$ cat config.mk
export PLATFORM = sky130hd
export DESIGN_NAME = fm_modulate
export DESIGN_NICKNAME = d
export VERILOG_FILES = /design/src/rtl/fm_modulate.sv
export SDC_FILE = /design/constraint.sdc
export NUM_CORES = 1
export LEC_CHECK = 0
export CAP_MARGIN = 10
export CORE_MARGIN = 3
export CORE_UTILIZATION = 35
export CTS_CLUSTER_DIAMETER = 40
export CTS_CLUSTER_SIZE = 24
export DETAILED_ROUTE_END_ITERATION = 6
export PLACE_DENSITY = 0.61
export SLEW_MARGIN = 30
export SYNTH_ARGS = -nofsm -noshare
export SYNTH_HDL_FRONTEND = slang
export SYNTH_SLANG_ARGS = --single-unit
$ cat constraint.sdc
create_clock -name s00_axis_aclk -period 3.1 [get_ports s00_axis_aclk]
set_input_delay 0.93 -clock s00_axis_aclk [delete_from_list [all_inputs] [get_ports s00_axis_aclk]]
set_output_delay 0.93 -clock s00_axis_aclk [all_outputs]
set_load 0.005 [all_outputs]
$ cat src/rtl/fm_modulate.sv
// FM modulator on AXI-Stream: audio samples steer a phase accumulator and
// each beat emits {phase[31:16], amplitude} through a 2-stage stall-aware pipeline.
module fm_modulate #(
  parameter int unsigned C_S00_AXIS_TDATA_WIDTH = 32,
  parameter int unsigned C_M00_AXIS_TDATA_WIDTH = 32,
  parameter bit          RESET_PHASE_ON_LAST    = 1'b0
) (
  input  logic                                  s00_axis_aclk,
  input  logic                                  s00_axis_aresetn,
  input  logic                                  s00_axis_tvalid,
  input  logic                                  s00_axis_tlast,
  input  logic [C_S00_AXIS_TDATA_WIDTH-1:0]     s00_axis_tdata,
  input  logic [C_S00_AXIS_TDATA_WIDTH/8-1:0]   s00_axis_tstrb,
  output logic                                  s00_axis_tready,
  input  logic                                  m00_axis_tready,
  output logic                                  m00_axis_tvalid,
  output logic                                  m00_axis_tlast,
  output logic [C_M00_AXIS_TDATA_WIDTH-1:0]     m00_axis_tdata,
  output logic [C_M00_AXIS_TDATA_WIDTH/8-1:0]   m00_axis_tstrb,
  input  logic [31:0]                           carrier_inc,
  input  logic [15:0]                           dev_gain,
  input  logic [15:0]                           amplitude
);

  localparam int unsigned SB = C_S00_AXIS_TDATA_WIDTH / 8;
  localparam int unsigned MB = C_M00_AXIS_TDATA_WIDTH / 8;

  logic                              en;
  logic                              accept;

  logic                              s1_valid_q, s1_valid_d;
  logic [31:0]                       s1_prod_q,  s1_prod_d;
  logic [31:0]                       s1_inc_q,   s1_inc_d;
  logic [15:0]                       s1_amp_q,   s1_amp_d;
  logic                              s1_last_q,  s1_last_d;
  logic [SB-1:0]                     s1_strb_q,  s1_strb_d;

  logic [31:0]                       phase_q,    phase_d;
  logic                              m_valid_q,  m_valid_d;
  logic                              m_last_q,   m_last_d;
  logic [C_M00_AXIS_TDATA_WIDTH-1:0] m_data_q,   m_data_d;
  logic [MB-1:0]                     m_strb_q,   m_strb_d;

  logic signed [32:0]                samp_ext;
  logic signed [32:0]                gain_ext;
  logic signed [32:0]                prod_full;
  logic [31:0]                       phase_sum;
  logic [SB+MB-1:0]                  strb_ext;
  logic                              unused_bits;

  // Whole pipeline advances together; input is accepted whenever the output slot frees.
  assign en              = ~m_valid_q | m00_axis_tready;
  assign accept          = s00_axis_tvalid & en;
  assign s00_axis_tready = en;

  // |sample * gain| < 2^31, so the low 32 bits hold the exact signed product.
  assign samp_ext  = $signed({{17{s00_axis_tdata[15]}}, s00_axis_tdata[15:0]});
  assign gain_ext  = $signed({17'b0, dev_gain});
  assign prod_full = samp_ext * gain_ext;

  assign phase_sum = phase_q + s1_inc_q + s1_prod_q;
  assign strb_ext  = {{MB{1'b0}}, s1_strb_q};

  assign unused_bits = ^{s00_axis_tdata[C_S00_AXIS_TDATA_WIDTH-1:16], prod_full[32]};

  always_comb begin
    s1_valid_d = s1_valid_q;
    s1_prod_d  = s1_prod_q;
    s1_inc_d   = s1_inc_q;
    s1_amp_d   = s1_amp_q;
    s1_last_d  = s1_last_q;
    s1_strb_d  = s1_strb_q;
    if (en) begin
      s1_valid_d = accept;
      if (accept) begin
        s1_prod_d = prod_full[31:0];
        s1_inc_d  = carrier_inc;
        s1_amp_d  = amplitude;
        s1_last_d = s00_axis_tlast;
        s1_strb_d = s00_axis_tstrb;
      end
    end
  end

  always_comb begin
    phase_d   = phase_q;
    m_valid_d = m_valid_q;
    m_last_d  = m_last_q;
    m_data_d  = m_data_q;
    m_strb_d  = m_strb_q;
    if (en) begin
      if (s1_valid_q) begin
        m_valid_d       = 1'b1;
        m_last_d        = s1_last_q;
        m_strb_d        = strb_ext[MB-1:0];
        m_data_d        = '0;
        m_data_d[31:0]  = {phase_sum[31:16], s1_amp_q};
        // The tlast beat still reports its accumulated phase; only the stored value restarts.
        phase_d         = (RESET_PHASE_ON_LAST && s1_last_q) ? '0 : phase_sum;
      end else begin
        m_valid_d = 1'b0;
      end
    end
  end

  always_ff @(posedge s00_axis_aclk or negedge s00_axis_aresetn) begin
    if (!s00_axis_aresetn) begin
      s1_valid_q <= 1'b0;
      s1_prod_q  <= '0;
      s1_inc_q   <= '0;
      s1_amp_q   <= '0;
      s1_last_q  <= 1'b0;
      s1_strb_q  <= '0;
      phase_q    <= '0;
      m_valid_q  <= 1'b0;
      m_last_q   <= 1'b0;
      m_data_q   <= '0;
      m_strb_q   <= '0;
    end else begin
      s1_valid_q <= s1_valid_d;
      s1_prod_q  <= s1_prod_d;
      s1_inc_q   <= s1_inc_d;
      s1_amp_q   <= s1_amp_d;
      s1_last_q  <= s1_last_d;
      s1_strb_q  <= s1_strb_d;
      phase_q    <= phase_d;
      m_valid_q  <= m_valid_d;
      m_last_q   <= m_last_d;
      m_data_q   <= m_data_d;
      m_strb_q   <= m_strb_d;
    end
  end

  assign m00_axis_tvalid = m_valid_q;
  assign m00_axis_tlast  = m_last_q;
  assign m00_axis_tdata  = m_data_q;
  assign m00_axis_tstrb  = m_strb_q;

endmodule

==> results of run 1 <==
==> cell usage in the layout (no fill, tap or decap), types with 32 or more instances in the layout <==
cell type / count
fa_1: 212
o21ai_0: 41
clkdlybuf4s50_1: 95
inv_1: 232
buf_6: 70
a21oi_1: 32
and2_1: 90
a21o_1: 39
ha_1: 109
buf_4: 178
nor2_1: 32
dfrtp_1: 138
nand2_1: 439
==> area by class of cell <==
class,count,area (um2)
multi-input cells,1352,12500
clock buffers,18,429
repair buffers,371,3380
flip-flops and latches,140,3510
clock inverters,13,166
well taps,600,751
inverters,257,970
fillers,4302,24000
==> synthesized netlist by cell type (all sizes together) (2+ instances only) <==
| master | number | area, um2 |
|---|---|---|
| a211oi | 12 | 123 |
| a21o | 39 | 293 |
| clkbuf | 68 | 255 |
| nor2 | 36 | 135 |
| a211o | 3 | 26.3 |
| xor2 | 19 | 166 |
| o21a | 5 | 37.5 |
| nor2b | 4 | 25.0 |
| nor3b | 3 | 22.5 |
| nand2b | 12 | 75.1 |
| nor3 | 8 | 40.0 |
| ha | 147 | 1840 |
| nand3 | 16 | 90.1 |
| o211a | 3 | 30.0 |
| o311ai | 3 | 26.3 |
| a31oi | 6 | 37.5 |
| a21oi | 54 | 289 |
| nand3b | 2 | 15.0 |
| inv | 257 | 965 |
| a41oi | 2 | 17.5 |
| or4 | 2 | 15.0 |
| a21boi | 2 | 15.0 |
| o21bai | 8 | 60.1 |
| o21ai | 80 | 400 |
| o31ai | 4 | 40.0 |
| a311oi | 2 | 23.8 |
| buf | 28 | 183 |
| o211ai | 5 | 37.5 |
| nand4 | 12 | 75.1 |
| fa | 226 | 4520 |
| o22ai | 2 | 12.5 |
| nand2 | 462 | 1730 |
| and4 | 2 | 17.5 |
| dfrtp | 140 | 3500 |
| xnor2 | 28 | 245 |
| and2 | 112 | 701 |
| and3 | 16 | 105 |
| a31o | 4 | 35.0 |
==> routing by layer <==
layer | part of all wire | global-route usage | vias up
met1 | 0.46 | 0.255 | 6566
li1 | - | - | 6360
met4 | 0.017 | 0.0450 | 0
met5 | 0 | 0 | -
met3 | 0.047 | 0.0191 | 57
met2 | 0.47 | 0.297 | 376
==> timing repair <==
action,4_1_cts,5_1_grt
resized for setup,274,152
buffers inserted,49,26
setup endpoints to repair,34,42
pin swaps,111,135
cloned,5,0
==> worst paths after layout <==
path / endpoint / depth (start not counted) / slack (ns)
worst max-delay path: s1_prod_q[30] / 22 / -2.69
worst min-delay path: phase_q[31] / 1 / 0.47
worst max register to register: phase_q[27] / 13 / 0.09
worst min register to register: phase_q[31] / 1 / 0.47
max in group asynchronous: s1_prod_q[2] / 2 / 1.91
min in group asynchronous: s1_amp_q[3] / 1 / 0.50
==> cells by family (layout without fill, tap and decap cells) <==
group | after synthesis | in the layout | share of synthesized area
fa+ha+maj | 373 | 373 | 0.389
buf+inv | 353 | 659 | 0.0858
simple gates | 691 | 691 | 0.189
mux | 1 | 1 | 0.000612
xor+xnor | 47 | 47 | 0.0252
compound gates | 240 | 240 | 0.0960
flops | 140 | 140 | 0.214
==> worst register-to-register path, delay by kind of cell, from the launching register on <==
kind / cells / cell delay (ns)
flops: 1 / 0.42
fa+ha+maj: 3 / 1.08
compound gates: 6 / 0.85
simple gates: 1 / 0.16
xor+xnor: 1 / 0.16
buf+inv: 2 / 0.22
==> per-stage QoR <==
step,utilization,cell area (um2)
floorplan,-,16900
global placement,0.430,19700
detailed placement,0.430,19700
CTS,0.462,21200
global route,0.475,21700
finish,0.475,21700
==> state kept, by name, summed over array words and instances, names as in the netlist <==
name,count
s1_strb_q,4
m00_axis_tdata,16
m00_axis_tstrb,4
s1_prod_q,32
s1_inc_q,32
s1_valid_q,1
m00_axis_tlast,1
s1_amp_q,16
s1_last_q,1
m00_axis_tvalid,1
phase_q,32
==> results.yml, run 1 <==
logic_synthesis:
  async_flop_share: 1.00
  synthDistinctLibCells: 63
  synth_nets: 2323
  syn_inst: 1845
  ys_ff_latch: 140
  avgSynthCellArea_um2: 8.86
  netlist_area_mm2: 0.0163
  synth_flop_cell: "dfrtp_1"
  synth_edf_count: 0
  yosysWarnings: 0
  seq_area_frac_synth: 0.214
sta:
  worst_slew_pin_slew_ns: 0.627
  drv_slew: 0
  setup_slack_ns: -2.69
  hold_viol: 0
  setup_viol: 28
  finalCriticalPeriod_ns: 5.79
  tns_ns: -61.74
  relSlewSlack: 0.582
  max_freq_mhz: 173
  rsz0062_at_grt: "yes"
  period_share: 1.87
  holdWs_ns: 0.467
  skew_ns: 0.0131
worst_setup_path:
  startpoint_type: "input pin"
  crit_buf_inv: 6
  crit_required_ns: 3.43
  crit_fanout: 6
  critPathMaxStageDelay_ns: 0.54
  startpoint: "dev_gain[9]"
  crit_type: "input pin to flop"
  cp_slowest_cell: "fa_1"
  end_kind: "flop"
  r2r-start: "s1_inc_q[1]"
  arrival_ns: 6.12
  path_delay_family: "adder cells"
  path_cells: "buf_8 -> buf_6 -> and2_4 -> fa_1 -> inv_2 -> fa_1 -> inv_1 -> fa_1 -> fa_1 -> fa_1 -> inv_1 -> fa_1 -> inv_2 -> ha_4 -> and3_4 -> and3_4 -> a41oi_2 -> o211ai_1 -> nand3_2 -> a21oi_2 -> or3_1 -> a31o_1"
  critPathMostFrequentCell: "fa_1"
place:
  post-place-ws_ns: -3.73
  dp.cells: 2660
  hpwl_um: 34900
  port_buffers: 127
  gp_congestion: 0.896
die:
  initial_utilization: 0.357
  ioPinCount: 144
  rows: 78
  die_width_um: 222
  die_h_um: 222
  coreArea_mm2: 0.0458
  die_area_mm2: 0.0493
cts:
  cts_buffer_depth: 2
  htreeDepth: 4
  clock-sinks: 140
  tritoncts: "done"
  postCtsHoldBufs: 0
  cts_buffers: 17
  worstSkewPairLatency_ns: 0.43
  cts-root-buf: "clkbuf_16"
  clk_pin_slew_worst_paths_ns: 0.07
status:
  status: "finished with violations"
  violations: "negative setup slack"
hold_path:
  hold_class: "flop to flop"
  hold_start: "phase_q[31]"
run:
  drv_cap: 0
layout:
  drive_above_1_share: 0.242
  fin_cells: 2751
  antenna_cells: 0
  syn_to_final_growth_pct: 33.0
  fin_nets: 2617
route:
  antenna_left: 0
  drt_wl_total_um: 44100
  drc: 0
  wl_per_cell_um: 16.0
  first_pass_iters: 5
  vias: 13400
  dr.first_iter.drc_count: 765
  vias_per_cell: 4.86
global_routing:
  grt_pass1_wl_um: 73100
  grt_max_degree: 65
  overflow: 0
  antenna_found_initial: 0
  grt_usage: 0.180
  grt_pass1_vias: 14300
Power of run 1 is not shown: default switching activity piles up to over one toggle a cycle in this logic, so the estimate is an artifact.
==> run 2: changes to the inputs <==
--- a/config.mk
+++ b/config.mk
@@ -11,6 +11,7 @@
 export CTS_CLUSTER_DIAMETER = 40
 export CTS_CLUSTER_SIZE = 24
 export DETAILED_ROUTE_END_ITERATION = 6
+export MAX_ROUTING_LAYER = met4
 export PLACE_DENSITY = 0.61
 export SLEW_MARGIN = 30
 export SYNTH_ARGS = -nofsm -noshare
==> run 2 against run 1 <==
Net effect:
- the run still ends with negative setup slack left
- clock-buffer cell count up 3
- fmax down 0.75%
- final area increased by 0.39%
- register-to-register slack is essentially flat
- non-clock buffer count rose by 1
- sequential share of layout area fell by 0.051 points
- critical path depth is the same
- first-iteration DRC count shrank 14%
- critical endpoint unchanged
==> results.yml, run 2 (synthesized netlist as in run 1, its figures left out) <==
status:
  status: "finished with violations"
  violations: "negative setup slack"
worst_setup_path:
  cp_slowest_cell: "fa_1"
  rrSetupSlack_ns: 0.10
  crit_required_ns: 3.41
  end_kind: "flop"
  path_cells: "buf_8 -> buf_6 -> and2_4 -> fa_1 -> inv_2 -> fa_1 -> fa_1 -> fa_1 -> inv_1 -> fa_1 -> inv_2 -> fa_1 -> inv_2 -> ha_4 -> and3_4 -> and3_4 -> a41oi_2 -> o211ai_1 -> nand3_2 -> a21oi_2 -> or3_1 -> a31o_1"
  crit_buf_inv: 6
  startpoint_type: "input pin"
  crit_type: "input pin to flop"
  critPathMostFrequentCell: "fa_1"
  arrival_ns: 6.15
  path_delay_family: "adder cells"
  critPathMaxStageDelay_ns: 0.55
  crit_fanout: 4
die:
  die_h_um: 222
  die_width_um: 222
  rows: 78
  initial_utilization: 0.357
  ioPinCount: 144
  die_area_mm2: 0.0493
  coreArea_mm2: 0.0458
layout:
  fin_cells: 2752
  drive_above_1_share: 0.243
  register_area_mm2: 0.00351
  syn_to_final_growth_pct: 33.5
  final_util: 0.477
  antenna_cells: 0
  fin_nets: 2618
  final_common_cell: "nand2_1"
  multi_input_area_mm2: 0.0126
  final_cell_mix: "nand2_1 (439), inv_1 (234), fa_1 (214)"
  top_regs: "phase_q x32, s1_inc_q x32, s1_prod_q x32"
  fillers: 4271
  design_area_mm2: 0.0218
place:
  dp.cells: 2664
  port_buffers: 127
  post-place-ws_ns: -3.74
  gp_congestion: 0.892
  post_dp_cell_area_mm2: 0.0197
  hpwl_um: 34700
global_routing:
  grt_pass1_vias: 14200
  antenna_found_initial: 0
  overflow: 0
  grt_max_degree: 83
  use_met2: 0.298
  met3_usage: 0.0199
  grt_pass1_wl_um: 73200
  use_met1: 0.255
  top_usage_layer: "met2"
  grt_usage: 0.186
sta:
  finalCriticalPeriod_ns: 5.83
  worst_slew_pin_slew_ns: 0.559
  hold_viol: 0
  rsz0062_at_grt: "yes"
  drv_slew: 0
  relSlewSlack: 0.627
  max_freq_mhz: 171
  setup_slack_ns: -2.73
  skew_ns: 0.0113
  period_share: 1.88
  setup_viol: 28
cts:
  tritoncts: "done"
  clock-sinks: 140
  worstSkewPairLatency_ns: 0.42
  postCtsHoldBufs: 0
  cts_buffer_depth: 2
  cts_buffers: 17
  htreeDepth: 4
  clk_pin_slew_worst_paths_ns: 0.06
  cts-root-buf: "clkbuf_16"
run:
  drv_cap: 0
route:
  dr.first_iter.drc_count: 655
  vias_per_cell: 4.79
  first_pass_iters: 4
  drc: 0
  drt_wl_total_um: 44300
  antenna_left: 0
  vias: 13200
  wl_per_cell_um: 16.1
hold_path:
  hold_class: "flop to flop"
[run 2: layout make-up]
| class | instances | area share |
|---|---|---|
| clock buffer | 21 | 0.0216 |
| tap | 600 | 0.0344 |
| inverter | 257 | 0.0444 |
| multi-input combinational | 1352 | 0.576 |
| timing repair buffer | 372 | 0.156 |
| sequential | 140 | 0.161 |
| clock inverter | 10 | 0.00637 |
[run 2: final timing paths]
kind | depth (start not counted) | to | start
worst min-delay path | 2 | m00_axis_tdata[2] | s1_amp_q[2]
worst max-delay path | 22 | s1_prod_q[30] | dev_gain[5]
worst min register to register | 2 | m00_axis_tdata[2] | s1_amp_q[2]
worst max register to register | 10 | phase_q[24] | phase_q[17]
max in group asynchronous | 2 | s1_prod_q[8] | s00_axis_aresetn
min in group asynchronous | 1 | m00_axis_tdata[7] | s00_axis_aresetn
[run 2: worst register-to-register path, stage by stage, from the launching register on]
cell and delay, ns:
dfrtp_2 0.42, fa_1 0.57, ha_2 0.33, a21o_1 0.20
a21o_1 0.18, a21oi_2 0.16, or3b_4 0.41, a211oi_4 0.27
nor4bb_2 0.10, o21ai_1 0.13, o311ai_1 0.11
[run 2: routing by layer]
layer  up-vias  wire length (um)
met5         -                 0
met4         0               632
met3        53              1770
met2       287             21000
met1      6493             20900
li1       6354                 -
[run 2: what timing repair did]
| item | 4_1_cts | 5_1_grt |
|---|---|---|
| gates resized for setup | 290 | 130 |
| cloned | 5 | 0 |
| setup endpoints to repair | 34 | 41 |
| buffers inserted | 48 | 27 |
| pin swaps | 122 | 121 |
[run 2: metrics by stage]
| stage | setup TNS [ns] | hold slack [ns] |
|---|---|---|
| CTS | -62.58 | 0.464 |
| global placement | -88.41 | 0.445 |
| detailed placement | -89.59 | 0.449 |
| floorplan | -59.15 | 0.439 |
| global route | -65.15 | 0.476 |
| finish | -61.32 | 0.462 |
Power of run 2 is left out for the same reason.
==> run 3: changes to the inputs <==
--- a/config.mk
+++ b/config.mk
@@ -6,13 +6,12 @@
 export NUM_CORES = 1
 export LEC_CHECK = 0
 export CAP_MARGIN = 10
-export CORE_MARGIN = 3
 export CORE_UTILIZATION = 35
-export CTS_CLUSTER_DIAMETER = 40
 export CTS_CLUSTER_SIZE = 24
 export DETAILED_ROUTE_END_ITERATION = 6
 export MAX_ROUTING_LAYER = met4
 export PLACE_DENSITY = 0.61
+export SKIP_LAST_GASP = 1
 export SLEW_MARGIN = 30
 export SYNTH_ARGS = -nofsm -noshare
 export SYNTH_HDL_FRONTEND = slang
==> run 3 against run 2 <==
Net effect:
- non-clock buffer count increased by 38
- register-to-register slack about the same
- critical path depth unchanged
- first-iteration DRC count decreased by 1.5%
- clock skew decreased by 0.0030 ns
- global-route usage increased by 0.79 points
- final area increased by 1.2%
- hold slack got worse by 0.0015 ns
- clock-buffer cell count decreased by 4
- utilization increased by 0.69 points
- the flow still finishes with violations (negative setup slack)
- highest routed layer unchanged
- fmax decreased by 0.20%
- sequential cell count unchanged
==> results.yml, run 3 (synthesized netlist as in run 1, its figures left out) <==
place:
  post-place-ws_ns: -3.70
  port_buffers: 127
  hpwl_um: 34600
  dp.cells: 2669
  gp_congestion: 0.927
route:
  drc: 0
  dr.first_iter.drc_count: 645
  first_pass_iters: 5
  wl_per_cell_um: 15.7
  antenna_left: 0
  vias_per_cell: 4.78
  drt_wl_total_um: 43800
  vias: 13300
cts:
  cts-root-buf: "clkbuf_16"
  postCtsHoldBufs: 0
  worstSkewPairLatency_ns: 0.43
  htreeDepth: 4
  tritoncts: "done"
  cts_buffers: 17
  cts_buffer_depth: 2
  clock-sinks: 140
  clk_pin_slew_worst_paths_ns: 0.06
die:
  die_h_um: 218
  coreArea_mm2: 0.0457
  die_area_mm2: 0.0476
  rows: 78
  die_width_um: 218
  ioPinCount: 144
  initial_utilization: 0.358
sta:
  relSlewSlack: 0.637
  setup_viol: 28
  drv_slew: 0
  finalCriticalPeriod_ns: 5.85
  setup_slack_ns: -2.75
  hold_viol: 0
  period_share: 1.89
  max_freq_mhz: 171
  rsz0062_at_grt: "yes"
  worst_slew_pin_slew_ns: 0.544
  skew_ns: 0.00832
  holdWs_ns: 0.460
hold_path:
  hold_class: "input pin to async pin"
status:
  violations: "negative setup slack"
  status: "finished with violations"
layout:
  drive_above_1_share: 0.270
  antenna_cells: 0
  final_common_cell: "nand2_1"
  final_util: 0.484
  top_regs: "phase_q x32, s1_inc_q x32, s1_prod_q x32"
  multi_input_area_mm2: 0.0127
  final_cell_mix: "nand2_1 (435), buf_4 (216), inv_1 (213)"
  syn_to_final_growth_pct: 35.1
  fillers: 4291
  register_area_mm2: 0.00351
  fin_nets: 2656
  fin_cells: 2791
worst_setup_path:
  crit_fanout: 4
  rr_endpoint: "phase_q[24]"
  cp_slowest_cell: "fa_1"
  path_delay_family: "adder cells"
  critPathMostFrequentCell: "fa_1"
  arrival_ns: 6.16
  crit_buf_inv: 7
  r2r-start: "s1_prod_q[17]"
  path_cells: "buf_8 -> buf_6 -> and2_4 -> fa_1 -> inv_2 -> fa_1 -> fa_1 -> fa_1 -> inv_1 -> fa_1 -> inv_2 -> fa_1 -> inv_2 -> ha_4 -> and4_1 -> o21ai_2 -> a211oi_2 -> o211ai_1 -> buf_4 -> and2_4 -> o2111a_1 -> a221o_1"
  critPathMaxStageDelay_ns: 0.55
  reg2reg_depth: 9
  crit_required_ns: 3.41
  rrSetupSlack_ns: 0.09
  end_kind: "flop"
  startpoint_type: "input pin"
  crit_type: "input pin to flop"
run:
  drv_cap: 0
global_routing:
  grt_usage: 0.193
  overflow: 0
  grt_pass1_wl_um: 71800
  grt_max_degree: 83
  antenna_found_initial: 0
  grt_pass1_vias: 14100
## run 3: cell type report
| cell class | count | area share |
|---|---|---|
| inverters | 257 | 0.0439 |
| clock inverters | 15 | 0.00583 |
| well taps | 600 | 0.0340 |
| flip-flops and latches | 140 | 0.159 |
| repair buffers | 410 | 0.165 |
| clock buffers | 17 | 0.0193 |
| multi-input cells | 1352 | 0.574 |
## run 3: timing repair
item | 4_1_cts | 5_1_grt
gates resized for setup | 226 | 204
gates cloned | 1 | 0
setup endpoints to repair | 37 | 42
setup buffers | 56 | 45
pin swaps | 103 | 157
## run 3: how the worst max path moves through the flow
stage	from	end	cells after the start
3_3_place_gp	s00_axis_tdata[6]	s1_prod_q[29]	22
3_5_place_dp	s00_axis_tdata[1]	s1_prod_q[29]	24
2_1_floorplan	s00_axis_tdata[6]	s1_prod_q[27]	21
6_report	s00_axis_tdata[4]	s1_prod_q[24]	22
4_1_cts	s00_axis_tdata[4]	s1_prod_q[30]	22
5_1_grt	s00_axis_tdata[11]	s1_prod_q[30]	22
## run 3: worst register-to-register path, stage by stage (launching register included)
cell and delay, ns:
dfrtp_1 0.43, fa_1 0.48, ha_1 0.39, a21o_1 0.21, a21o_1 0.18, a21oi_2 0.15, or3b_1 0.37, a211oi_2 0.26
nor4bb_1 0.14, o311ai_1 0.28
## run 3: stage by stage
stage          setup TNS (ns)  instance area [um2]
6_report               -62.41                22100
5_1_grt                -66.07                22100
4_1_cts                -63.41                21100
3_5_place_dp           -89.87                19700
3_3_place_gp           -87.62                19700
2_1_floorplan          -59.15                16900
## run 3: routing by layer
layer  wire [um]  GRT usage  up-vias
li1            -          -     6445
met1       21100      0.266     6562
met2       20600      0.311      285
met3        1580     0.0202       41
met4         512     0.0364        0
met5           0          -        -
Power of run 3 is left out for the same reason.
